==> config.mk <==
export PLATFORM = sky130hd
export DESIGN_NAME = ddfs_tuning_word_bank
export DESIGN_NICKNAME = d
export VERILOG_FILES = /design/src/rtl/ddfs_tuning_word_bank.sv
export SDC_FILE = /design/constraint.sdc
export NUM_CORES = 1
export LEC_CHECK = 0
export CAP_MARGIN = 20
export CORE_UTILIZATION = 42
export DETAILED_ROUTE_END_ITERATION = 7
export HOLD_SLACK_MARGIN = 0.02
export PLACE_DENSITY = 0.65
export SYNTH_ARGS = -nofsm -noshare
export SYNTH_HDL_FRONTEND = slang
export SYNTH_SLANG_ARGS = --single-unit
export TNS_END_PERCENT = 50
==> constraint.sdc <==
create_clock -name Clock -period 5.4 [get_ports Clock]
set_input_delay 1.08 -clock Clock [delete_from_list [all_inputs] [get_ports Clock]]
set_output_delay 1.08 -clock Clock [all_outputs]
set_load 0.01 [all_outputs]
==> src/rtl/ddfs_tuning_word_bank.sv <==
// ddfs_tuning_word_bank
// ---------------------
// Multi-channel, double-buffered tuning-word bank for the DDFS datapath.
// The host writes per-channel shadow words at any time. A commit moves every
// pending shadow word to its active word in one clock edge. The move happens
// either immediately or on the next phase-accumulator Sync pulse. If no Sync
// arrives within TIMEOUT cycles, the move is forced.
//
// Optional feature (macro DDFS_GLIDE_EN): with GlideEn=1 and GlideStep!=0,
// the active words ramp toward their new values by GlideStep per cycle.
// They stop exactly on the target and never overshoot.
//
// Parameters:
//   WIDTH    tuning-word width in bits
//   CHANNELS number of channels (1..16)
//   CH_BITS  channel-select width, 2**CH_BITS >= CHANNELS
//   TIMEOUT  cycles to wait in ARMED before a forced transfer (>= 2)
//   TMR_BITS timer width, 2**TMR_BITS >= TIMEOUT
//
// Ports:
//   Clock     rising-edge clock
//   Reset     synchronous, active-low reset
//   WrEN      shadow write strobe
//   WrCh      shadow write channel (values >= CHANNELS are ignored)
//   WrData    shadow write data
//   Commit    transfer request pulse (ignored while Busy)
//   SyncMode  sampled with Commit: 1 = wait for Sync, 0 = immediate
//   Sync      phase-alignment pulse
//   GlideEn   (DDFS_GLIDE_EN only) ramp instead of jump
//   GlideStep (DDFS_GLIDE_EN only) ramp increment per cycle
//   Dout      active words, channel i at [i*WIDTH +: WIDTH]
//   Pending   per-channel "shadow not yet committed"
//   Busy      FSM not in IDLE
//   Done      one-cycle pulse after a transfer completes
//   TimedOut  sticky, last transfer was forced by timeout
//
// Handshake: Commit is accepted only on an edge where the FSM is in IDLE,
// which is the case when Busy is 0. Commits seen while Busy is 1 are
// dropped; nothing is queued.
module ddfs_tuning_word_bank #(
  parameter int WIDTH    = 48,
  parameter int CHANNELS = 4,
  parameter int CH_BITS  = 2,
  parameter int TIMEOUT  = 1024,
  parameter int TMR_BITS = 10
) (
  input  logic                      Clock,
  input  logic                      Reset,
  input  logic                      WrEN,
  input  logic [CH_BITS-1:0]        WrCh,
  input  logic [WIDTH-1:0]          WrData,
  input  logic                      Commit,
  input  logic                      SyncMode,
  input  logic                      Sync,
`ifdef DDFS_GLIDE_EN
  input  logic                      GlideEn,
  input  logic [WIDTH-1:0]          GlideStep,
`endif
  output logic [CHANNELS*WIDTH-1:0] Dout,
  output logic [CHANNELS-1:0]       Pending,
  output logic                      Busy,
  output logic                      Done,
  output logic                      TimedOut
);

  typedef enum logic [1:0] {
    IDLE  = 2'd0,
    ARMED = 2'd1,
    XFER  = 2'd2
`ifdef DDFS_GLIDE_EN
    , GLIDE = 2'd3
`endif
  } state_t;

  state_t                state, state_next;
  logic [TMR_BITS-1:0]   timer, timer_next;
  logic                  timed_out_next;
  logic                  done_next;
  logic                  xfer;
  logic [CHANNELS-1:0]   wr_hit;
  logic [CHANNELS-1:0]   clr_mask;
  logic [CHANNELS-1:0]   pending_next;

  logic [WIDTH-1:0]      shadow [CHANNELS];
  logic [WIDTH-1:0]      active [CHANNELS];

`ifdef DDFS_GLIDE_EN
  logic                  glide_start;
  logic                  glide_run;
  logic                  all_reached;
  logic [WIDTH-1:0]      target     [CHANNELS];
  logic [WIDTH-1:0]      glide_next [CHANNELS];
`endif

  // Decode the write channel. Out-of-range channels match no bit.
  always_comb begin
    wr_hit = '0;
    for (int i = 0; i < CHANNELS; i++) begin
      wr_hit[i] = WrEN && (WrCh == CH_BITS'(i));
    end
  end

`ifdef DDFS_GLIDE_EN
  // Next ramp value per channel. Each step is clamped to the remaining
  // distance, so the word can never overshoot or wrap.
  always_comb begin
    all_reached = 1'b1;
    for (int i = 0; i < CHANNELS; i++) begin
      glide_next[i] = active[i];
      if (active[i] < target[i]) begin
        glide_next[i] = ((target[i] - active[i]) <= GlideStep) ? target[i]
                                                               : active[i] + GlideStep;
      end else if (active[i] > target[i]) begin
        glide_next[i] = ((active[i] - target[i]) <= GlideStep) ? target[i]
                                                               : active[i] - GlideStep;
      end
      if (active[i] != target[i]) all_reached = 1'b0;
    end
  end
`endif

  always_comb begin
    state_next     = state;
    timer_next     = timer;
    timed_out_next = TimedOut;
    done_next      = 1'b0;
    xfer           = 1'b0;
`ifdef DDFS_GLIDE_EN
    glide_start    = 1'b0;
    glide_run      = 1'b0;
`endif
    case (state)
      IDLE: begin
        // A Sync on the same edge as Commit is not used; ARMED waits for
        // the next Sync.
        if (Commit) begin
          timed_out_next = 1'b0;
          if (SyncMode) begin
            state_next = ARMED;
            timer_next = '0;
          end else begin
            state_next = XFER;
          end
        end
      end
      ARMED: begin
        if (Sync) begin
          state_next = XFER;
        end else if (timer == TMR_BITS'(TIMEOUT - 1)) begin
          state_next     = XFER;
          timed_out_next = 1'b1;
        end else begin
          timer_next = timer + 1'b1;
        end
      end
      XFER: begin
`ifdef DDFS_GLIDE_EN
        if (GlideEn && (GlideStep != '0)) begin
          glide_start = 1'b1;
          state_next  = GLIDE;
        end else begin
          xfer       = 1'b1;
          done_next  = 1'b1;
          state_next = IDLE;
        end
`else
        xfer       = 1'b1;
        done_next  = 1'b1;
        state_next = IDLE;
`endif
      end
`ifdef DDFS_GLIDE_EN
      GLIDE: begin
        if (all_reached) begin
          done_next  = 1'b1;
          state_next = IDLE;
        end else begin
          glide_run = 1'b1;
        end
      end
`endif
      default: state_next = IDLE;
    endcase
  end

  // Pending bits consumed by this transfer clear. A write on the same edge
  // sets its bit again, so the new data waits for the next commit.
  always_comb begin
    clr_mask = '0;
`ifdef DDFS_GLIDE_EN
    if (xfer || glide_start) clr_mask = Pending;
`else
    if (xfer) clr_mask = Pending;
`endif
    pending_next = (Pending & ~clr_mask) | wr_hit;
  end

  always_ff @(posedge Clock) begin
    if (!Reset) begin
      state    <= IDLE;
      timer    <= '0;
      Pending  <= '0;
      Busy     <= 1'b0;
      Done     <= 1'b0;
      TimedOut <= 1'b0;
    end else begin
      state    <= state_next;
      timer    <= timer_next;
      Pending  <= pending_next;
      Busy     <= (state_next != IDLE);
      Done     <= done_next;
      TimedOut <= timed_out_next;
    end
  end

  // Word storage. The transfer reads the shadow value from before this
  // edge, so a simultaneous write does not leak into the active word.
  always_ff @(posedge Clock) begin
    if (!Reset) begin
      for (int i = 0; i < CHANNELS; i++) begin
        shadow[i] <= '0;
        active[i] <= '0;
`ifdef DDFS_GLIDE_EN
        target[i] <= '0;
`endif
      end
    end else begin
      for (int i = 0; i < CHANNELS; i++) begin
        if (wr_hit[i]) shadow[i] <= WrData;
        if (xfer && Pending[i]) active[i] <= shadow[i];
`ifdef DDFS_GLIDE_EN
        if (glide_start) target[i] <= Pending[i] ? shadow[i] : active[i];
        if (glide_run) active[i] <= glide_next[i];
`endif
      end
    end
  end

  for (genvar g = 0; g < CHANNELS; g++) begin : g_dout
    assign Dout[g*WIDTH +: WIDTH] = active[g];
  end

endmodule

; ---- Yosys cells after proc, flatten, opt, wreduce, memory -nomap -nowiden
; Memories as Yosys holds them, arrays and structs flattened.
; Cells that the tools add are included.
[op_classes]
reduce_logical = 14
n_mux = 49
bitwise = 11
eq_ne = 11
n_addsub = 1
[op_table]
columns = cell, n
row1 = 2-to-1 mux 48 bit, 8
row2 = 2-to-1 mux 10 bit, 4
row3 = 2-to-1 mux 1 bit, 29
row4 = one-hot mux 10 bit (2 select lines), 1
row5 = "adder 10 x 1 -> 10 bit, second input constant", 1
row6 = "equality test 10 bit, second input constant", 1
row7 = "inequality test 2 bit, second input constant", 5
row8 = logical AND 1 bit, 8
row9 = 2-to-1 mux 2 bit, 4
row10 = OR 1 bit, 8
row11 = "equality test 2 bit, second input constant", 3
row12 = AND reduction 5 bit, 1
row13 = AND 4 bit, 1
row14 = "equality test 2 x 1 -> 1 bit, second input constant", 2
row15 = zero test 2 bit, 2
row16 = 2-to-1 mux 4 bit, 1
row17 = inverter 4 bit, 1
row18 = OR 4 bit, 1
row19 = one-hot mux 2 bit (2 select lines), 1
row20 = AND reduction 4 bit, 1
row21 = nonzero test 2 bit, 2
row22 = one-hot mux 1 bit (2 select lines), 1
[word_totals]
ff_bits = 19
inputBits = 56
mem_count = 2
mem_bits_rw = 384
out_inout_bits = 199
[mem_list]
columns = memory, depth, width, read_ports, rd_ports_with_merged_regs, wr, line_no
row1 = active, 4, 48, 4, 0, 4, 85  ; logic [WIDTH-1:0] active [CHANNELS];
row2 = shadow, 4, 48, 4, 0, 4, 84  ; logic [WIDTH-1:0] shadow [CHANNELS];

; ---- Depth between registers and ports, before layout
[logic_depth]
depth_word = 7
ltp_mapped = 6

; ---- Least setup slack after synthesis
; Ideal clock, no wire load.
[synth_path]
path_type = input to register
from = input port Reset
to = memory active[0][0], enable pin
cell_stages = 3
path_slack_ns = 2.367
arrival_ns = 2.450
required_time_ns = 4.817
cell_sequence = clkbuf_1 -> clkbuf_1 -> nand2_1
[synth_rtl]
columns = item, line_no
row1 = start: declaration, 48  ; input logic Reset,
row2 = end: declaration, 85

==> flow_summary_export.csv <==
group,metric,value,unit
sta,holdWs,0.505,ns
sta,final.period_utilization,61.7,%
critical_path,reg2reg_to,"active[2][38]",
synth,synth_async_sr_flop_share,0,%
sta,setup_viols_final,0,
synth,syn_area,15200,um^2
power_and_ir_drop,cell_internal_pwr,5.43,mW
critical_path,cp_class,"input port to flip-flop",
critical_path,crit-reg2reg-launch,"state[1]",
detailed_routing,wl_per_cell,19.7,um
die,floorplan.initialDensity,42.7,%
final_layout,finalNonFillerCells,1707,
detailed_routing,first_iter_violations,631,
clock_network,cts_setup_buffers,0,
power_and_ir_drop,p_comb_share,5.3,%
sta,max_freq,0.300,GHz
place,dp.final_hpwl,21800,um
critical_path,crit_path_end_kind,"flip-flop",
synth,count_of_warnings_emitted_by_yosys,0,
die,die-width,192,um
final_layout,mostFrequentLayoutCell,"sky130_fd_sc_hd__and2_1",
synth,postSynthCellCount,939,
power_and_ir_drop,clock_power_share,41.4,%
run,cap_viol_max_count,0,
clock_network,cts_resized,0,
die,placement_rows,69,
synth,synth_sequential_area_ratio,78.5,%
sta,timing.max_slew.rel_slack,35.5,%
place,dp_cells,1626,
power_and_ir_drop,power_switching,1.41,mW
worst_hold_path,min_path_type,"flip-flop to flip-flop",
clock_network,cts-root-to-sink-buffers,3,
detailed_routing,num_vias,8180,
sta,finalSetupTns,0,ns
sta,final.min_clock_period,3.33,ns
power_and_ir_drop,power_density,348,nW/um^2
critical_path,worstPathMaxFanout,30,
critical_path,worst_r2r_path_depth,5,
status,run_status,"finished clean",
detailed_routing,viasPerCell,4.79,
sta,slew_worst_pin,0.963,ns
global_route,grt_pass1_wl,49600,um
final_layout,nNetsFinal,1266,
synth,synth_seq_cells,403,
clock_network,cts_buffers,42,
clock_network,clkSlewWorstSetupHoldPaths,0.06,ns
detailed_routing,drt_pass1_iterations,5,
clock_network,hold_buffers,0,
synth,avgSynthCellArea,16.2,um^2
final_layout,final_design_area_no_fill,19700,um^2
final_layout,post_route_cells_drive_above_1_share,7.48,%
worst_hold_path,min_from,"shadow[2][3]",
global_route,largest_net_degree_at_the_start_of_global_routing,49,
die,core,35600,um^2
synth,number_of_synthesized_flops_with_an_enable_pin,384,
place,postPlaceCellArea,18300,um^2
detailed_routing,remaining_drc_errors,0,
final_layout,fill_cells,2901,
sta,drv_slew,0,
final_layout,final_util,55.3,%
final_layout,layout.cells.most_common_list,"385 x sky130_fd_sc_hd__and2_1, 384 x sky130_fd_sc_hd__edfxtp_1, 254 x sky130_fd_sc_hd__clkdlybuf4s50_1",
final_layout,synth_to_final_area_change,29.6,%
power_and_ir_drop,netSwitchingFraction,20.6,%
sta,finalClockSkew,0.0191,ns
synth,yosys.cell_types.count,41,
worst_hold_path,worstHoldEndpoint,"active[2][3]",
critical_path,rrSetupSlack,3.12,ns
critical_path,timing.critical_path.arrival,3.73,ns
global_route,groute.usage.overall,18.3,%
place,gp_congestion,0.778,
detailed_routing,finalWirelength,33600,um
clock_network,tritoncts_clock_tree,"done",
die,io_pins,255,
power_and_ir_drop,total_leakage_power,7.18,nW
die,die_y,192,um
die,die_area,36900,um^2
sta,setup_repair_after_global_routing_missed_its_margin,"false",
power_and_ir_drop,power.share.sequential,53.2,%
worst_hold_path,depth_of_the_worst_hold_timing_path,1,
synth,synth_top_flop_cell,"sky130_fd_sc_hd__edfxtp_1",
detailed_routing,antenna_violating_nets_post_route,0,
critical_path,data_required_time_at_the_worst_endpoint,5.80,ns
critical_path,setup.worst_path.start_class,"input port",
clock_network,worst_skew_pair.late_latency,0.54,ns
global_route,globalRoute.totalOverflow,0,
power_and_ir_drop,power.ir.vdd_worst,0.223,mV
clock_network,clock_tree.root_cell,"sky130_fd_sc_hd__clkbuf_16",
place,io_buffers,254,
global_route,grt_pass1_vias,8092,
clock_network,clock_sinks,403,
synth,synth_fp_nets,996,
sta,hold_viol,0,
clock_network,htreeDepth,2,
global_route,grt_antenna_before_repair,3,
[sequential cells by signal, summed over array words and instances (netlist names)]
| name | cells |
|---|---|
| Busy | 1 |
| Done | 1 |
| Pending | 4 |
| TimedOut | 1 |
| active | 192 |
| shadow | 192 |
| state | 2 |
| timer | 10 |
[cells in the mapped netlist, types with 5 or more instances]
library cell               count  share of area [%]
sky130_fd_sc_hd__edfxtp_1    384                 76
sky130_fd_sc_hd__clkbuf_1     29               0.72
sky130_fd_sc_hd__buf_2         5               0.16
sky130_fd_sc_hd__nand2_1      19               0.47
sky130_fd_sc_hd__inv_1         5               0.12
sky130_fd_sc_hd__a21oi_1       8               0.26
sky130_fd_sc_hd__and2_1      385                 16
sky130_fd_sc_hd__o21ai_0       6               0.20
sky130_fd_sc_hd__a21o_1        5               0.25
sky130_fd_sc_hd__dfxtp_1      19                2.5
sky130_fd_sc_hd__nand2b_1      5               0.21
sky130_fd_sc_hd__and3_1        7               0.29
sky130_fd_sc_hd__nor2_1        9               0.22
sky130_fd_sc_hd__clkbuf_2      9               0.30
[how the worst max path moves through the flow]
stage	startpoint	endpoint	slack, ns
floorplan	Reset	active[0][0]	2.37
global placement	Reset	shadow[3][46]	1.62
detailed placement	Reset	shadow[2][0]	1.55
CTS	Reset	shadow[2][8]	2.10
global route	Reset	shadow[2][8]	1.92
finish	Reset	shadow[2][38]	2.07
[cells by family after synthesis]
| group | count (synthesis) | synth area share (%) |
|---|---|---|
| and+or+nand+nor | 454 | 18.6 |
| DFF | 403 | 78.5 |
| buffers and inverters | 48 | 1.30 |
| AOI/OAI and AO/OA | 33 | 1.51 |
| adders and majority gates | 1 | 0.0824 |
[power groups by stage]
stage	Combinational (mW)	Sequential, mW	Clock (mW)
after floorplan	0.0933	3.73	0
after global placement	0.365	3.71	0
after detailed placement	0.372	3.71	0
after CTS	0.373	3.65	2.89
after global routing	0.394	3.66	3.01
final	0.366	3.64	2.83
[per-stage QoR]
| stage | worst slack, ns | power (mW) |
|---|---|---|
| finish | 2.07 | 6.84 |
| global route | 1.92 | 7.06 |
| CTS | 2.10 | 6.91 |
| detailed placement | 1.55 | 4.08 |
| global placement | 1.62 | 4.07 |
| floorplan | 2.37 | 3.82 |
[worst max-delay path: stages]
cell,delay (ns)
sky130_fd_sc_hd__clkdlybuf4s50_1,1.03
sky130_fd_sc_hd__nand2_1,0.38
sky130_fd_sc_hd__nor3b_4,0.80
sky130_fd_sc_hd__buf_12,0.26
sky130_fd_sc_hd__and2_1,0.15
[per-layer routing]
metal / track usage [%] / wire length [um] / part of all wire [%]
met1: 25.2 / 14800 / 44
met2: 29.7 / 15900 / 47
met3: 4.20 / 2330 / 6.9
met4: 4.18 / 506 / 1.5
met5: 0 / 13 / 0.039
[layout make-up]
cell class              instances  area, um^2  area share (%)
flip-flops and latches        403       11900            60.6
multi-input cells             488        3120            15.9
repair buffers                269        2680            13.6
clock buffers                  50        1080            5.50
well taps                     461         577            2.93
clock inverters                28         272            1.38
inverters                       5        18.8          0.0954
diodes                          3        7.51          0.0382
Note: power is estimated with default switching activity, not from simulation.
